**src/rtl/wbsel_pkg.sv**
```systemverilog
// Shared result/redirect bundle types and the modular op-order test used by every
// execution unit and by the writeback selector.
package wbsel_pkg;

  typedef struct packed {
    logic [15:0] opid;   // bit 15 = valid
    logic [63:0] data;
    logic        exc;
  } exe_bundle_t;

  typedef struct packed {
    logic [15:0] opid;   // bit 15 = redirect active
    logic [15:0] topid;  // oldest in-flight op
  } red_bundle_t;

  // Order is purely relative to topid in $clog2(opsz)-bit arithmetic, so opid wrap is harmless.
  function automatic logic younger(input logic [15:0] x, input red_bundle_t redir,
                                   input int opsz);
    logic [15:0] mask;
    logic [15:0] dx;
    logic [15:0] dr;
    mask = 16'((1 << $clog2(opsz)) - 1);
    dx   = (x - redir.topid) & mask;
    dr   = (redir.opid - redir.topid + 16'd1) & mask;
    return redir.opid[15] && x[15] && (dx >= dr);
  endfunction

endpackage

```
**src/rtl/wbsel_if.sv**
```systemverilog
// Result-offer / claim / writeback bundle between the execution units and wbsel.
interface wbsel_if #(
  parameter int nfu = 4,
  parameter int ewd = 4,
  parameter int wwd = 4
);
  import wbsel_pkg::*;

  localparam int nw = $clog2(wwd) + 1;

  red_bundle_t                      redir;
  exe_bundle_t [nfu-1:0][ewd-1:0]   resp;
  logic        [nfu-1:0][ewd-1:0]   claim;
  logic                             wb_ready;
  exe_bundle_t [wwd-1:0]            wb;
  logic        [nw-1:0]             wb_num;

  modport slave  (input  redir, resp, wb_ready, output claim, wb, wb_num);
  modport master (output redir, resp, wb_ready, input  claim, wb, wb_num);

endinterface

```
**src/rtl/wbsel_wbpack.sv**
```systemverilog
// Rotating first-N picker: from a flattened candidate mask, starting at FU `start`,
// returns up to wwd slot indices in pick order plus the matching grant mask.
module wbpack #(
  parameter int nslot  = 16,
  parameter int stride = 4,
  parameter int wwd    = 4,
  parameter int sw     = 2,
  parameter int iw     = (nslot > 1) ? $clog2(nslot) : 1
) (
  input  logic [nslot-1:0]          cand,
  input  logic [sw-1:0]             start,
  output logic [wwd-1:0][iw-1:0]    idx,
  output logic [wwd-1:0]            vld,
  output logic [nslot-1:0]          grant
);

  always_comb begin
    int          cnt;
    int          pi;
    logic [iw-1:0] pos;
    // NOTE: every output gets a default before the loop so no path infers a latch.
    idx   = '0;
    vld   = '0;
    grant = '0;
    cnt   = 0;
    for (int k = 0; k < nslot; k++) begin
      pi = k + int'(start) * stride;
      if (pi >= nslot) pi = pi - nslot;
      pos = iw'(pi);
      if (cand[pos] && cnt < wwd) begin
        for (int p = 0; p < wwd; p++) begin
          if (p == cnt) begin
            idx[p] = pos;
            vld[p] = 1'b1;
          end
        end
        grant[pos] = 1'b1;
        cnt        = cnt + 1;
      end
    end
  end

endmodule

```
**src/rtl/wbsel.sv**
```systemverilog
// Writeback selector: claims up to wwd finished results per cycle in rotating FU order,
// registers them onto the writeback ports, and squashes anything younger than a redirect.
module wbsel
  import wbsel_pkg::*;
#(
  parameter int nfu  = 4,
  parameter int ewd  = 4,
  parameter int wwd  = 4,
  parameter int opsz = 64
) (
  input  logic    clk,
  input  logic    rst,
  wbsel_if.slave  bus
);

  localparam int nslot = nfu * ewd;
  localparam int iw    = (nslot > 1) ? $clog2(nslot) : 1;
  localparam int pw    = (nfu > 1) ? $clog2(nfu) : 1;
  localparam int nw    = $clog2(wwd) + 1;

  exe_bundle_t              flat [nslot];
  logic [nslot-1:0]         cand;
  logic [nslot-1:0]         req;
  logic [nslot-1:0]         grant;
  logic [wwd-1:0][iw-1:0]   idx;
  logic [wwd-1:0]           vld;
  logic [pw-1:0]            rr_ptr;

  exe_bundle_t [wwd-1:0]    wb_q;
  exe_bundle_t [wwd-1:0]    wb_d;
  exe_bundle_t              base [wwd];
  logic [wwd-1:0]           keep;
  logic [nw-1:0]            num_q;
  logic [nw-1:0]            num_d;

  always_comb begin
    for (int f = 0; f < nfu; f++) begin
      for (int s = 0; s < ewd; s++) begin
        flat[f*ewd+s] = bus.resp[f][s];
        cand[f*ewd+s] = bus.resp[f][s].opid[15] &&
                        !younger(bus.resp[f][s].opid, bus.redir, opsz);
      end
    end
    // No grants while stalled or in reset, whatever the FUs offer.
    req = (bus.wb_ready && !rst) ? cand : '0;
  end

  wbpack #(
    .nslot (nslot),
    .stride(ewd),
    .wwd   (wwd),
    .sw    (pw),
    .iw    (iw)
  ) u_pack (
    .cand (req),
    .start(rr_ptr),
    .idx  (idx),
    .vld  (vld),
    .grant(grant)
  );

  always_comb begin
    for (int f = 0; f < nfu; f++) begin
      for (int s = 0; s < ewd; s++) begin
        bus.claim[f][s] = grant[f*ewd+s];
      end
    end
  end

  // Load or hold, squash young entries with the current redirect, then repack from port 0.
  always_comb begin
    int n;
    for (int p = 0; p < wwd; p++) begin
      if (bus.wb_ready) base[p] = vld[p] ? flat[idx[p]] : '0;
      else              base[p] = wb_q[p];
      keep[p] = base[p].opid[15] && !younger(base[p].opid, bus.redir, opsz);
    end
    wb_d = '0;
    n    = 0;
    for (int q = 0; q < wwd; q++) begin
      if (keep[q]) begin
        for (int p = 0; p < wwd; p++) begin
          if (p == n) wb_d[p] = base[q];
        end
        n = n + 1;
      end
    end
    num_d = nw'(n);
  end

  always_ff @(posedge clk) begin
    // NOTE: state registers use <= so each one samples the pre-edge values of the others.
    if (rst) begin
      wb_q   <= '0;
      num_q  <= '0;
      rr_ptr <= '0;
    end else begin
      wb_q  <= wb_d;
      num_q <= num_d;
      if (|grant) rr_ptr <= (rr_ptr == pw'(nfu - 1)) ? '0 : rr_ptr + 1'b1;
    end
  end

  assign bus.wb     = wb_q;
  assign bus.wb_num = num_q;

endmodule

```
**src/flat_wrapper.sv**
```systemverilog
// flat-port wrapper written by rule: the top's interface ports become plain ports
module wbsel_flat import wbsel_pkg::*;
#(
  parameter int nfu  = 4,
  parameter int ewd  = 4,
  parameter int wwd  = 4,
  parameter int opsz = 64
)
  (clk, rst, bus_redir, bus_resp, bus_wb_ready, bus_claim, bus_wb, bus_wb_num);
  wbsel_if #(.nfu(nfu), .ewd(ewd), .wwd(wwd)) bus_i ();
  input  logic clk;
  input  logic rst;
  input wire logic [$bits(bus_i.redir)-1:0] bus_redir;
  input wire logic [$bits(bus_i.resp)-1:0] bus_resp;
  input wire logic [$bits(bus_i.wb_ready)-1:0] bus_wb_ready;
  output wire logic [$bits(bus_i.claim)-1:0] bus_claim;
  output wire logic [$bits(bus_i.wb)-1:0] bus_wb;
  output wire logic [$bits(bus_i.wb_num)-1:0] bus_wb_num;
  assign bus_i.redir = bus_redir;
  assign bus_i.resp = bus_resp;
  assign bus_i.wb_ready = bus_wb_ready;
  assign bus_claim = bus_i.claim;
  assign bus_wb = bus_i.wb;
  assign bus_wb_num = bus_i.wb_num;
  wbsel #(.nfu(nfu), .ewd(ewd), .wwd(wwd), .opsz(opsz)) u_core (.clk(clk), .rst(rst), .bus(bus_i));
endmodule
```
**config.mk**
```make
export PLATFORM = sky130hd
export DESIGN_NAME = wbsel_flat
export DESIGN_NICKNAME = d
export VERILOG_FILES = /design/src/rtl/wbsel_pkg.sv /design/src/rtl/wbsel_if.sv /design/src/rtl/wbsel_wbpack.sv /design/src/rtl/wbsel.sv /design/src/flat_wrapper.sv
export SDC_FILE = /design/constraint.sdc
export NUM_CORES = 2
export LEC_CHECK = 0
export ABC_AREA = 1
export CAP_MARGIN = 20
export CORE_AREA = 2 2 650 652
export CTS_CLUSTER_DIAMETER = 120
export DETAILED_ROUTE_END_ITERATION = 16
export DIE_AREA = 0 0 652 654
export PLACE_DENSITY_LB_ADDON = 0.2
export SYNTH_ARGS = -nofsm -noshare
export SYNTH_HDL_FRONTEND = slang
export SYNTH_SLANG_ARGS = --single-unit
```
**constraint.sdc**
```tcl
create_clock -name clk -period 23.2 [get_ports clk]
set_clock_uncertainty 0.2 [all_clocks]
set_input_delay 4.64 -clock clk [delete_from_list [all_inputs] [get_ports clk]]
set_output_delay 4.64 -clock clk [all_outputs]
set_load 0.02 [all_outputs]
```
Word level (Yosys, flattened, before mapping):

Cells that the tools add are included.

* register bits after elaboration: 329
* input bits: 1331
* output and inout bits: 343
* word-level logic and storage cells: 683

* add/sub/neg operators: 71
* $lt $le $gt $ge: 87
* equality and inequality tests: 55
* multiplexer cells: 305
* bitwise gates (word level): 19
* reduce and logical (&&, ||, !) cells: 132

Operators by type and width (count)
* 2-to-1 mux 81 bit: 29
* binary-select mux 81 bit (select 4 bit): 4
* == test 3 x 32 -> 1 bit (first input constant): 36
* 2-to-1 mux 324 bit: 3
* == test 2 x 32 -> 1 bit (first input constant): 18
* logical NOT 32 bit: 18
* adder 32 x 2 -> 32 bit (second input constant): 16
* 2-to-1 mux 16 bit: 32
* 2-to-1 mux 32 bit: 16
* less-than comparator 32 x 4 -> 1 bit (second input constant): 15
* 2-to-1 mux 4 bit: 92
* OR 16 bit: 15
* subtractor 6 bit: 21
* greater-or-equal comparator 6 bit: 20
* greater-or-equal comparator 5 bit (second input constant): 19
* 2-to-1 mux 1 bit: 95
* logical AND 1 bit: 92
* less-than comparator 4 x 5 -> 1 bit (second input constant): 16
* binary-select mux 1 bit (select 4 bit): 16
* demux 1 bit (select 4 bit): 16
* greater-or-equal comparator 4 x 1 -> 1 bit (second input constant): 16
* subtractor 4 x 1 -> 4 bit (second input constant): 16
* adder 4 x 4 -> 5 bit (first input constant): 8
* logical NOT 1 bit: 21
* 12 further kinds: 19

Logic depth before layout (Yosys ltp):

* depth in word-level cells: 74
* depth in mapped cells: 116
* gate-level depth less buffers: 108

Hierarchy:

A second synthesis with hierarchy kept.

* cells, all modules: 14298
* area total of the unflattened synthesis: 76342.0 µm²

By module, submodules not included
* wbsel: instances 1, cells an instance 13649, area each 72618.4 µm², sequential area each 6586.3 µm²
* wbpack: instances 1, cells an instance 649, area each 3723.6 µm², sequential area each 0.0 µm²

Worst setup path after synthesis:

No wires, ideal clock.

* path kind: input to register
* from: input bus_redir[2]
* to: register u_core.wb_q (netlist bit u_core.bus.wb[211])
* library setup time: 0.111 ns
* arrival: 19.948 ns
* data required time: 22.889 ns
* slack: 2.941 ns
* stages: 94
* path buffers: 5
* cell sequence: inv_1 -> ha_1 -> inv_1 -> fa_1 -> xor2_1 -> ha_1 -> nand2_1 -> nand3_1 -> nand2_1 -> nand3_1 -> nand2_1 -> nand2_1 -> o21ai_0 -> inv_1 -> nor2_1 -> inv_1 -> nand2_1 -> inv_1 -> (+58 left out) -> ha_1 -> a21oi_1 -> a21oi_1 -> o21bai_1 -> o21ai_0 -> inv_1 -> nand2_1 -> buf_4 -> nand2_1 -> ha_1 -> nand2_1 -> nand3b_1 -> inv_1 -> nor2_4 -> nand2_2 -> clkbuf_1 -> o21a_1 -> nor2_1

* cells in the longest elaborated chain, start to end: 74
* elaborated cells between the ends (all ways): 448
* those cells by class: 38 x add/sub; 35 x order compare; 48 x eq/ne; 229 x mux; 4 x bitwise; 94 x reduce/logical

RTL lines
* start: declaration: line flat_wrapper.sv:13 `input wire logic [$bits(bus_i.redir)-1:0] bus_redir;`
* subtractor 6 bit: line wbsel_pkg.sv:24 `dr = (redir.opid - redir.topid + 16'd1) & mask;`
* adder 6 x 1 -> 6 bit: line wbsel_pkg.sv:24
* greater-or-equal comparator 6 bit: line wbsel_pkg.sv:25 `return redir.opid[15] && x[15] && (dx >= dr);`
* logical AND 1 bit: line wbsel_pkg.sv:25
* logical NOT 1 bit: line wbsel.sv:41 `!younger(bus.resp[f][s].opid, bus.redir, opsz);`
* logical AND 1 bit: line wbsel.sv:40 `cand[f*ewd+s] = bus.resp[f][s].opid[15] &&`
* 2-to-1 mux 16 bit: line wbsel.sv:45 `req = (bus.wb_ready && !rst) ? cand : '0;`
* binary-select mux 1 bit (select 4 bit): line wbsel_wbpack.sv:30 `if (cand[pos] && cnt < wwd) begin`
* (+58 left out)
* 2-to-1 mux 1 bit: line wbsel.sv:81 `if (keep[q]) begin`
* adder 32 x 2 -> 32 bit or == test 3 x 32 -> 1 bit (tied branches): line wbsel.sv:85, wbsel.sv:83
* 2-to-1 mux 32 bit or 2-to-1 mux 81 bit (tied branches): line wbsel.sv:81, wbsel.sv:83
* adder 32 x 2 -> 32 bit, or another cell as far along: line wbsel.sv:85 `n = n + 1;`
* 2-to-1 mux 32 bit or 2-to-1 mux 81 bit (tied branches): line wbsel.sv:81, wbsel.sv:83
* == test 3 x 32 -> 1 bit or 2-to-1 mux 324 bit (tied branches): line wbsel.sv:83, wbsel.sv:81
* 2-to-1 mux 81 bit: line wbsel.sv:83 `if (p == n) wb_d[p] = base[q];`
* 2-to-1 mux 324 bit (*): line wbsel.sv:81
* end signal: assignment: line wbsel.sv:98 `wb_q <= wb_d;`
* end: declaration: line wbsel.sv:29 `exe_bundle_t [wwd-1:0] wb_q;`

Every way passes the cells marked *; elsewhere a longest branch is shown, timed or not. The select of a mux whose other input is x is not followed.
A chain may end at the register's enable or synchronous reset.

Worst setup path after layout:

* from: input bus_redir[1]
* to: register u_core.wb_q (netlist bit u_core.bus.wb[41])

* cells in the longest elaborated chain, start to end: 74
* elaborated cells between the ends (all ways): 449
* those cells by class: 38 x add/sub; 35 x order compare; 45 x eq/ne; 230 x mux; 4 x bitwise; 97 x reduce/logical

RTL lines (line)
* subtractor 6 bit: wbsel_pkg.sv:24
* adder 6 x 1 -> 6 bit: wbsel_pkg.sv:24
* greater-or-equal comparator 6 bit: wbsel_pkg.sv:25
* logical AND 1 bit: wbsel_pkg.sv:25
* logical NOT 1 bit: wbsel.sv:41
* logical AND 1 bit: wbsel.sv:40
* 2-to-1 mux 16 bit: wbsel.sv:45
* binary-select mux 1 bit (select 4 bit): wbsel_wbpack.sv:30
* (+58 left out)
* 2-to-1 mux 1 bit: wbsel.sv:81
* adder 32 x 2 -> 32 bit or logical NOT 32 bit (tied branches): wbsel.sv:85, wbsel.sv:83
* 2-to-1 mux 32 bit or 2-to-1 mux 81 bit (tied branches): wbsel.sv:81, wbsel.sv:83
* adder 32 x 2 -> 32 bit, or another cell as far along: wbsel.sv:85
* 2-to-1 mux 32 bit or 2-to-1 mux 81 bit (tied branches): wbsel.sv:81, wbsel.sv:83
* logical NOT 32 bit or 2-to-1 mux 324 bit (tied branches): wbsel.sv:83, wbsel.sv:81
* 2-to-1 mux 81 bit: wbsel.sv:83
* 2-to-1 mux 324 bit (*): wbsel.sv:81

Marks and branches as above.

==> flow_metrics.py <==
metrics = {
    "clock_network": {
        "cts.reportedPaths.clkPinSlew_ns": 0.06,
        "hold_buffers": 0,
        "numCtsBuffers": 50,
        "clock-root-buffer": "clkbuf_16",
        "cts_num_sinks": 329,
        "htree_levels": 2,
        "cts_tree": "yes",
        "worst_skew_pair.late_latency_ns": 0.70,
        "clock_path_buffers": 3,
    },
    "synth": {
        "syn_inst": 14800,
        "yosysSeqAreaShare": 0.0845,
        "syn_area_sq_um": 77900,
        "syn_nets": 16400,
        "yosysUniqueCellTypes": 64,
        "ys.warnings.count": 0,
        "synth.avg_cell_area_sq_um": 5.27,
        "synth-seq-cells": 329,
    },
    "global_routing": {
        "grt_pass1_vias": 102000,
        "grt_max_degree": 233,
        "grt_pass1_wl_um": 896000,
        "grt_overflow": 0,
        "grt_use_total": 0.298,
        "antenna_found_initial": 385,
    },
    "hold_path": {
        "hp-class": "reg -> reg",
        "min_path_cells": 6,
    },
    "drt": {
        "vias": 115000,
        "drc": 0,
        "viasPerCell": 5.44,
        "wirelength_um": 672000,
        "firstDrtPassIters": 7,
        "drtIter0Drc": 16200,
        "post_drt_wl_per_cell_um": 31.7,
        "ant_nets": 0,
    },
    "critical_path": {
        "crit_family": "simple AND/OR/NAND/NOR gates",
        "cp.depth": 97,
        "crit_path_end_kind": "flip-flop",
        "cp.arrival_ns": 22.42,
        "worstPathMaxFanout": 30,
        "cp_common_cell": "nand2_1",
        "critPathSlowestCell": "clkdlybuf4s50_1",
        "slowest_delay_ns": 0.50,
        "cp.required_ns": 23.58,
        "rr_worst_depth": 81,
        "cp-start-kind": "input port",
        "path_class": "in -> reg",
        "path_buf_inv": 19,
    },
    "die": {
        "die_h_um": 654,
        "io_pins": 1674,
        "core_sq_um": 419000,
        "die_w_um": 652,
        "start_util": 0.186,
        "die-area_sq_um": 426000,
        "num_rows": 238,
    },
    "placed_design": {
        "port_buffers": 1654,
        "gp_congestion": 1.00,
        "place_hpwl_um": 505000,
    },
    "sta": {
        "rsz0062_at_grt": "no",
        "setup_viol": 0,
        "fin_crit_sh": 0.950,
        "fmax_mhz": 45.4,
        "tns_ns": 0,
        "hold_viol_final": 0,
        "relSlewSlack": 0.221,
        "period_needed_ns": 22.04,
        "slew_viol_final": 0,
        "tightest_slew_ns": 1.17,
    },
    "finish": {
        "fin_nets": 17000,
        "drive_above_1_share": 0.0357,
        "area_growth_syn_to_layout_pct": 30.0,
    },
    "run_status": {
        "status": "complete, no violations",
    },
    "run": {
        "max-cap-violations": 0,
    },
}
[placed cells by master (no fill, tap or decap), drive strengths merged, types with 4 or more instances in the layout]
| cell | Yosys | final |
|---|---|---|
| bufinv | 0 | 5 |
| xor2 | 54 | 54 |
| nand4 | 29 | 29 |
| nor3 | 145 | 145 |
| o22ai | 22 | 22 |
| o211ai | 1361 | 1361 |
| a221o | 4 | 4 |
| o21a | 40 | 40 |
| nand3b | 8 | 8 |
| fa | 22 | 22 |
| clkdlybuf4s50 | 0 | 1652 |
| clkbuf | 769 | 67 |
| nand2 | 3339 | 3339 |
| dfxtp | 329 | 329 |
| o21ai | 1679 | 1679 |
| or2 | 26 | 26 |
| o21bai | 6 | 6 |
| a31oi | 23 | 23 |
| a21boi | 6 | 6 |
| a21oi | 772 | 772 |
| nor2 | 1670 | 1670 |
| o311ai | 15 | 15 |
| a211oi | 298 | 298 |
| buf | 589 | 309 |
| clkinv | 6 | 10 |
| diode | 0 | 233 |
| xnor2 | 25 | 25 |
| nand3 | 1831 | 1832 |
| a21o | 15 | 15 |
| inv | 1268 | 1272 |
| o31ai | 145 | 145 |
| ha | 252 | 252 |
[through the flow]
stage	std cells	hold WS, ns	area [sq um]	worst slack (ns)	util
floorplan	14800	0.465	77900	2.94	-
global placement	20900	0.436	98800	0.113	0.236
detailed placement	20900	0.438	98800	0.144	0.236
CTS	21000	0.446	101000	0.856	0.240
global route	21100	0.486	101000	0.0435	0.241
finish	21200	0.442	101000	1.16	0.242
[state kept, by name (all words and copies together) (netlist names)]
register and count:
u_core.bus.wb 324, u_core.bus.wb_num 3, u_core.rr_ptr 2
[repair_timing]
item | 4_1_cts | 5_1_grt
gates resized for setup | 0 | 19
buffers inserted | 0 | 10
endpoints found under the setup margin | 0 | 326
endpoints found under the hold margin | 0 | 0
[Yosys cell counts (all sizes together)]
cell type,n,area share
a211oi,298,0.029
xor2,54,0.0061
o221ai,1,0.00011
o21ai,1679,0.11
a21boi,6,0.00058
nand2b,1,0.000080
a31o,2,0.00022
nor4,3,0.00024
o41ai,1,0.00011
a22o,2,0.00024
dfxtp,329,0.085
o211ai,1361,0.13
a21o,15,0.0014
a21oi,772,0.050
o2111a,1,0.00014
and3,3,0.00024
o2111ai,3,0.00034
o21bai,6,0.00072
mux2i,3,0.00039
inv,1268,0.061
ha,252,0.040
nand4,29,0.0023
o21a,40,0.0039
or3b,1,0.00011
nand3b,8,0.00077
or2,26,0.0021
nand3,1831,0.12
a31oi,23,0.0018
clkbuf,769,0.037
a32o,1,0.00013
o22ai,22,0.0018
o311ai,15,0.0017
clkinv,6,0.00029
o31ai,145,0.014
xnor2,25,0.0028
a22oi,1,0.000096
nand2,3339,0.16
fa,22,0.0057
a221o,4,0.00051
buf,589,0.038
nor2,1670,0.081
nor3,145,0.0093
a311oi,2,0.00022
[area by class of cell]
type                       instances  area (sq um)
timing repair buffer            1961         19600
clock buffer                      67          1460
sequential                       329          6590
antenna                          233           583
inverter                        1274          4900
multi-input combinational      11800         61000
tap                             5520          6910
fill                           48500        318000
clock inverter                    16           230
[metal layers]
metal | vias up | global-route usage | wire [um]
li1 | 52300 | - | -
met1 | 54300 | 0.368 | 262000
met2 | 7253 | 0.426 | 275000
met3 | 1568 | 0.101 | 78900
met4 | 148 | 0.221 | 55100
met5 | - | 0 | 1010
[worst reg2reg max path: cells and delay by family (launching register included)]
family          cells  cell delay, ns
simple gates       41            6.79
fa+ha+maj          15            4.66
buf+inv            16            2.23
compound gates      9            1.67
flops               1            0.30
[kinds of logic (layout without fill, tap and decap cells)]
kind of cell	count (synthesis)	in the layout	share of synthesized area
fa+ha+maj	274	274	0.0461
mux	3	3	0.000385
flops	329	329	0.0845
xor+xnor	79	79	0.00888
simple gates	7056	7057	0.378
other cells	0	233	0
buf+inv	2632	3318	0.136
compound gates	4400	4400	0.346
[final timing paths]
check | end | slack, ns | startpoint
min | u_core.bus.wb[251] | 0.44 | u_core.bus.wb[170]
min reg2reg | u_core.bus.wb[251] | 0.44 | u_core.bus.wb[170]
max | u_core.bus.wb[41] | 1.16 | bus_redir[1]
max reg2reg | u_core.bus.wb[41] | 7.20 | u_core.rr_ptr[0]
Power is left out: the tool's default activity adds up to more than one toggle a clock period on the data nets, which glitch-free logic cannot reach.
